--- src/rtl/rv_pipe_pkg.sv ---
// Shared pipeline types and default widths used by the data-memory arbiter.
package rv_pipe_pkg;

    localparam int unsigned DefAddrW       = 32;
    localparam int unsigned DefDataW       = 32;
    localparam int unsigned DefStarveLimit = 4;

    typedef enum logic [1:0] {
        RUN,
        HALT,
        RESUME
    } arb_state_t;

endpackage

--- src/rtl/starve_counter.sv ---
// Saturating wait counter: counts refused debug cycles up to LIMIT and flags when LIMIT is reached.
module starve_counter
    import rv_pipe_pkg::*;
#(
    parameter int unsigned LIMIT = DefStarveLimit
) (
    input  logic clk,
    input  logic rst,
    input  logic clr,
    input  logic inc,
    output logic at_limit
);

    localparam int unsigned      CntW     = $clog2(LIMIT + 1);
    localparam logic [CntW-1:0]  LimitVal = CntW'(LIMIT);

    logic [CntW-1:0] cnt_q, cnt_d;

    always_comb begin
        cnt_d = cnt_q;
        if (clr) begin
            cnt_d = '0;
        end else if (inc && (cnt_q != LimitVal)) begin
            cnt_d = cnt_q + CntW'(1);
        end
    end

    always_ff @(posedge clk or negedge rst) begin
        if (!rst) begin
            cnt_q <= '0;
        end else begin
            cnt_q <= cnt_d;
        end
    end

    assign at_limit = (cnt_q == LimitVal);

endmodule

--- src/rtl/dmem_arbiter.sv ---
// Shares the data-memory port between the MEM stage (priority) and a debug/loader requester,
// with starvation-bounded debug grants and a halt mode that hands memory to debug every cycle.
module dmem_arbiter
    import rv_pipe_pkg::*;
#(
    parameter int unsigned ADDR_W       = DefAddrW,
    parameter int unsigned DATA_W       = DefDataW,
    parameter int unsigned STARVE_LIMIT = DefStarveLimit
) (
    input  logic              clk,
    input  logic              rst,
    input  logic              core_req,
    input  logic              core_we,
    input  logic [ADDR_W-1:0] core_addr,
    input  logic [DATA_W-1:0] core_wdata,
    output logic [DATA_W-1:0] core_rdata,
    output logic              core_stall,
    input  logic              dbg_valid,
    output logic              dbg_ready,
    input  logic              dbg_we,
    input  logic [ADDR_W-1:0] dbg_addr,
    input  logic [DATA_W-1:0] dbg_wdata,
    output logic              dbg_rvalid,
    output logic [DATA_W-1:0] dbg_rdata,
    input  logic              halt_req,
    output logic              halted,
    output logic              mem_we,
    output logic [ADDR_W-1:0] mem_addr,
    output logic [DATA_W-1:0] mem_wdata,
    input  logic [DATA_W-1:0] mem_rdata
);

    arb_state_t        state_q, state_d;
    logic              at_limit;
    logic              dbg_rvalid_q;
    logic [DATA_W-1:0] dbg_rdata_q;

    starve_counter #(
        .LIMIT (STARVE_LIMIT)
    ) u_starve_counter (
        .clk      (clk),
        .rst      (rst),
        .clr      (!dbg_valid || dbg_ready),
        .inc      (dbg_valid && !dbg_ready),
        .at_limit (at_limit)
    );

    always_comb begin
        state_d = state_q;
        unique case (state_q)
            RUN:     if (halt_req) state_d = HALT;
            HALT:    if (!halt_req) state_d = RESUME;
            RESUME:  state_d = halt_req ? HALT : RUN;
            default: state_d = RUN;
        endcase
    end

    // RESUME arbitrates exactly like RUN; only HALT gives debug unconditional ownership.
    always_comb begin
        dbg_ready  = dbg_valid && ((state_q == HALT) || !core_req || at_limit);
        core_stall = (state_q == HALT) || (core_req && dbg_ready);
        if (dbg_ready) begin
            mem_we    = dbg_we;
            mem_addr  = dbg_addr;
            mem_wdata = dbg_wdata;
        end else begin
            mem_we    = core_req && core_we && !core_stall;
            mem_addr  = core_addr;
            mem_wdata = core_wdata;
        end
    end

    always_ff @(posedge clk or negedge rst) begin
        if (!rst) begin
            state_q      <= RUN;
            dbg_rvalid_q <= 1'b0;
            dbg_rdata_q  <= '0;
        end else begin
            state_q      <= state_d;
            dbg_rvalid_q <= dbg_ready;
            if (dbg_ready) begin
                dbg_rdata_q <= dbg_we ? '0 : mem_rdata;
            end
        end
    end

    assign core_rdata = mem_rdata;
    assign dbg_rvalid = dbg_rvalid_q;
    assign dbg_rdata  = dbg_rdata_q;
    assign halted     = (state_q == HALT);

endmodule

--- config.mk ---
export PLATFORM = sky130hd
export DESIGN_NAME = dmem_arbiter
export DESIGN_NICKNAME = d
export VERILOG_FILES = /design/src/rtl/rv_pipe_pkg.sv /design/src/rtl/starve_counter.sv /design/src/rtl/dmem_arbiter.sv
export SDC_FILE = /design/constraint.sdc
export NUM_CORES = 1
export LEC_CHECK = 0
export ABC_AREA = 1
export BUFFER_PORTS_ARGS = -buffer_cell sky130_fd_sc_hd__buf_2
export CAP_MARGIN = 10
export CORE_AREA = 3 3 115 117
export DETAILED_ROUTE_END_ITERATION = 16
export DIE_AREA = 0 0 118 120
export PLACE_DENSITY = 0.68
export SYNTH_ARGS = -nofsm -noshare
export SYNTH_HDL_FRONTEND = slang
export SYNTH_SLANG_ARGS = --single-unit
--- constraint.sdc ---
create_clock -name clk -period 1.5 [get_ports clk]
set_input_delay 0.075 -clock clk [delete_from_list [all_inputs] [get_ports clk]]
set_output_delay 0.075 -clock clk [all_outputs]
set_load 0.005 [all_outputs]
==> summary.md <==
| Metric | Value |
|---|---|
| Clock-pin slew on the worst setup and hold paths | 0.06 ns |
| Mapped Cells | 485 |
| Vias per inst | 4.29 |
| Leak pwr | 3.27 nW |
| Commonest non-fill, non-tap cells in the layout | buf_2 (294), nand2_1 (170), nand3_1 (89) |
| Reg2Reg Depth | 10 |
| First-pass GRT wire length | 19.1 mm |
| Chip Width | 118 um |
| Post-DRT Antenna Nets | 0 |
| Layout cells sized above 1 | 50.6% |
| HP Class | in -> reg |
| Cells on Worst Hold Path | 5 |
| Unrepaired setup endpoints after global routing | true |
| Mapped Area | 0.00300 mm^2 |
| H-tree depth | 2 |
| Post-DP Area | 0.00450 mm^2 |
| Via Count | 4011 |
| Crit end category | primary output |
| Post-route cell area | 0.00519 mm^2 |
| Final Skew | 0.00400 ns |
| Die area | 0.0142 mm^2 |
| Gr usage total | 16.7% |
| Area growth, synth to finish | 72.8% |
| CP required | 1.42 ns |
| CTS Buf Count | 5 |
| Worst-case clock buffer depth | 2 |
| Initial DRT Pass Iterations | 5 |
| CTS root buf | clkbuf_16 |
| Synth Area per Inst | 6.19 um^2 |
| Setup crit start kind | flop |
| Most common cell after layout, fill and taps aside | buf_2 |
| Status | finished, violations left |
| Slew margin rel. | 65.4% |
| Kind of critical path | reg -> out |
| Grt ovf | 0 |
| Post-Synth Simple-Gate Area | 46.8% |
| Die Y | 120 um |
| Crit path max fanout | 7 |
| Post-synthesis xor/xnor area fraction | 0.292% |
| Slew Viols, Final | 0 |
| Antenna violations before repair | 1 |
| Synth Area in Adders | 0.833% |
| Nets | 929 |
| Cell Pwr Density | 724 mW/mm^2 |
| Drt drc | 0 |
| Fillers | 1344 |
| Post-synthesis register bit count | 38 |
| CP Data Arrival Time | 1.68 ns |
| Hold WS | 0.121 ns |
| Number of global-route vias before repair | 3637 |
| Post-layout minimum cycle time | 1.76 ns |
| Final worst slack | -0.258 ns |
| Max Cap Viol | 0 |
| Cell variety after synth | 17 |
| Setup_tns | -16.43 ns |
| YS warnings | 0 |
| First DRT Iteration DRCs | 221 |
| Port buffer count | 299 |
| Fmax achieved | 569 MHz |
| Synth Area in Compound Gates | 0.250% |
| Syn Nets | 654 |
| I/O pin count | 300 |
| Worst skew pair latency | 0.27 ns |
| Failing checks | negative setup slack |
| Area of the core | 0.0125 mm^2 |
| DR WL/cell | 14.2 um |
| Largest net degree at the start of global routing | 52 |
| Design Power | 3.76 mW |
| Fin. Hold Viols | 0 |
| CTS tree | built |
| Hpwl dp | 9.91 mm |
| Largest family of logic cells by synthesized area | simple AND/OR/NAND/NOR gates |
| Crit share post-route | 117% |
| Worst vdd ir | 350 uV |
| Mux cell area share after synthesis | 0% |
| Final Setup Violations | 93 |
| Sink Count | 38 |
| Std-Cell Rows | 41 |
| Final Wtd Congestion | 0.855 |
| Starting density of the core | 24.1% |
| WL final | 13.3 mm |
| Actual slew at the worst max-slew pin | 0.519 ns |
| Final core occ | 41.6% |
| Seq/Total Area, Yosys | 31.7% |
==> path summary, 6_finish.rpt <==
check / from / endpoint / slack (ns)
max: u_starve_counter.cnt_q[1] / mem_addr[26] / -0.26
min reg2reg: dbg_rdata[24] / dbg_rdata[24] / 0.46
max in group asynchronous: rst / dbg_rdata[8] / 0.70
min in group asynchronous: rst / dbg_rdata[22] / 0.27
max reg2reg: u_starve_counter.cnt_q[1] / dbg_rdata[14] / -0.10
min: mem_rdata[21] / dbg_rdata[21] / 0.12
==> stage by stage <==
step	setup slack (ns)	std cells
4_1_cts	-0.254	923
6_report	-0.258	934
2_1_floorplan	0.213	485
3_3_place_gp	-0.0326	906
3_5_place_dp	-0.0315	906
5_1_grt	-0.358	934
==> registers in the layout, summed over array words and instances (netlist names) <==
name and flops:
dbg_rdata 32, dbg_rvalid 1, state_q 2, u_starve_counter.cnt_q 3
==> area by class of cell <==
cell class              instances  area [um^2]  share of cell area [%]
well taps                     172          215                    4.15
clock buffers                   8          166                    3.21
multi-input cells             340         1610                    30.9
inverters                      40          150                    2.89
flip-flops and latches         38          951                    18.3
repair buffers                335         2100                    40.4
diodes                          1         2.50                  0.0482
==> synth_stat cells <==
master    instances  share of area [%]
dfrtp_1          38                 32
nor3_1            3               0.50
a21boi_0          1               0.25
buf_6             3                1.1
nand3_1          98                 16
inv_1            39                4.9
buf_2            10                1.7
buf_4            44                 11
clkbuf_1          4               0.50
xnor2_1           1               0.29
nand2_4           2               0.75
nand2_1         197                 25
nor2_1           34                4.2
buf_1             7               0.88
nand3_2           1               0.33
ha_1              2               0.83
inv_2             1               0.12
==> cell families (layout without fill, tap and decap cells) <==
group                      Yosys count  count (layout)
AOI/OAI and AO/OA                    1               1
adders and majority gates            2               2
xor gates and xnor gates             1               1
buffers and inverters              108             383
other                                0               1
and+or+nand+nor                    335             336
DFF                                 38              38
==> critical path, cell delays in order, from the launching register on <==
cell     delay (ns)
dfrtp_1        0.38
inv_1          0.06
ha_2           0.16
nand2_2        0.06
nand3_4        0.14
buf_8          0.18
buf_12         0.13
nand3_1        0.09
nand2_2        0.10
buf_6          0.11
==> power by group <==
| part | internal [mW] | switching, mW | total [mW] |
|---|---|---|---|
| combinational | 0.723 | 0.720 | 1.44 |
| clock | 0.752 | 0.379 | 1.13 |
| sequential | 1.13 | 0.0551 | 1.18 |
| total | 2.60 | 1.15 | 3.76 |
==> per-layer routing <==
layer	track usage (%)	up-vias	wire length, um	share of wire, %
met5	0	-	0	0
met4	3.22	0	217	1.6
met3	3.25	14	957	7.2
met1	22.4	1780	5830	44
li1	-	2013	-	-
met2	28.3	204	6250	47
==> repair_timing <==
action	in CTS	in global routing
endpoints found under the hold margin	18	0
pin swaps	12	18
cloned	4	6
endpoints found under the setup margin	87	99
resized for setup	13	46
hold buffers	2	0
buffers inserted	3	4
Power figures use the tool's default switching activity.
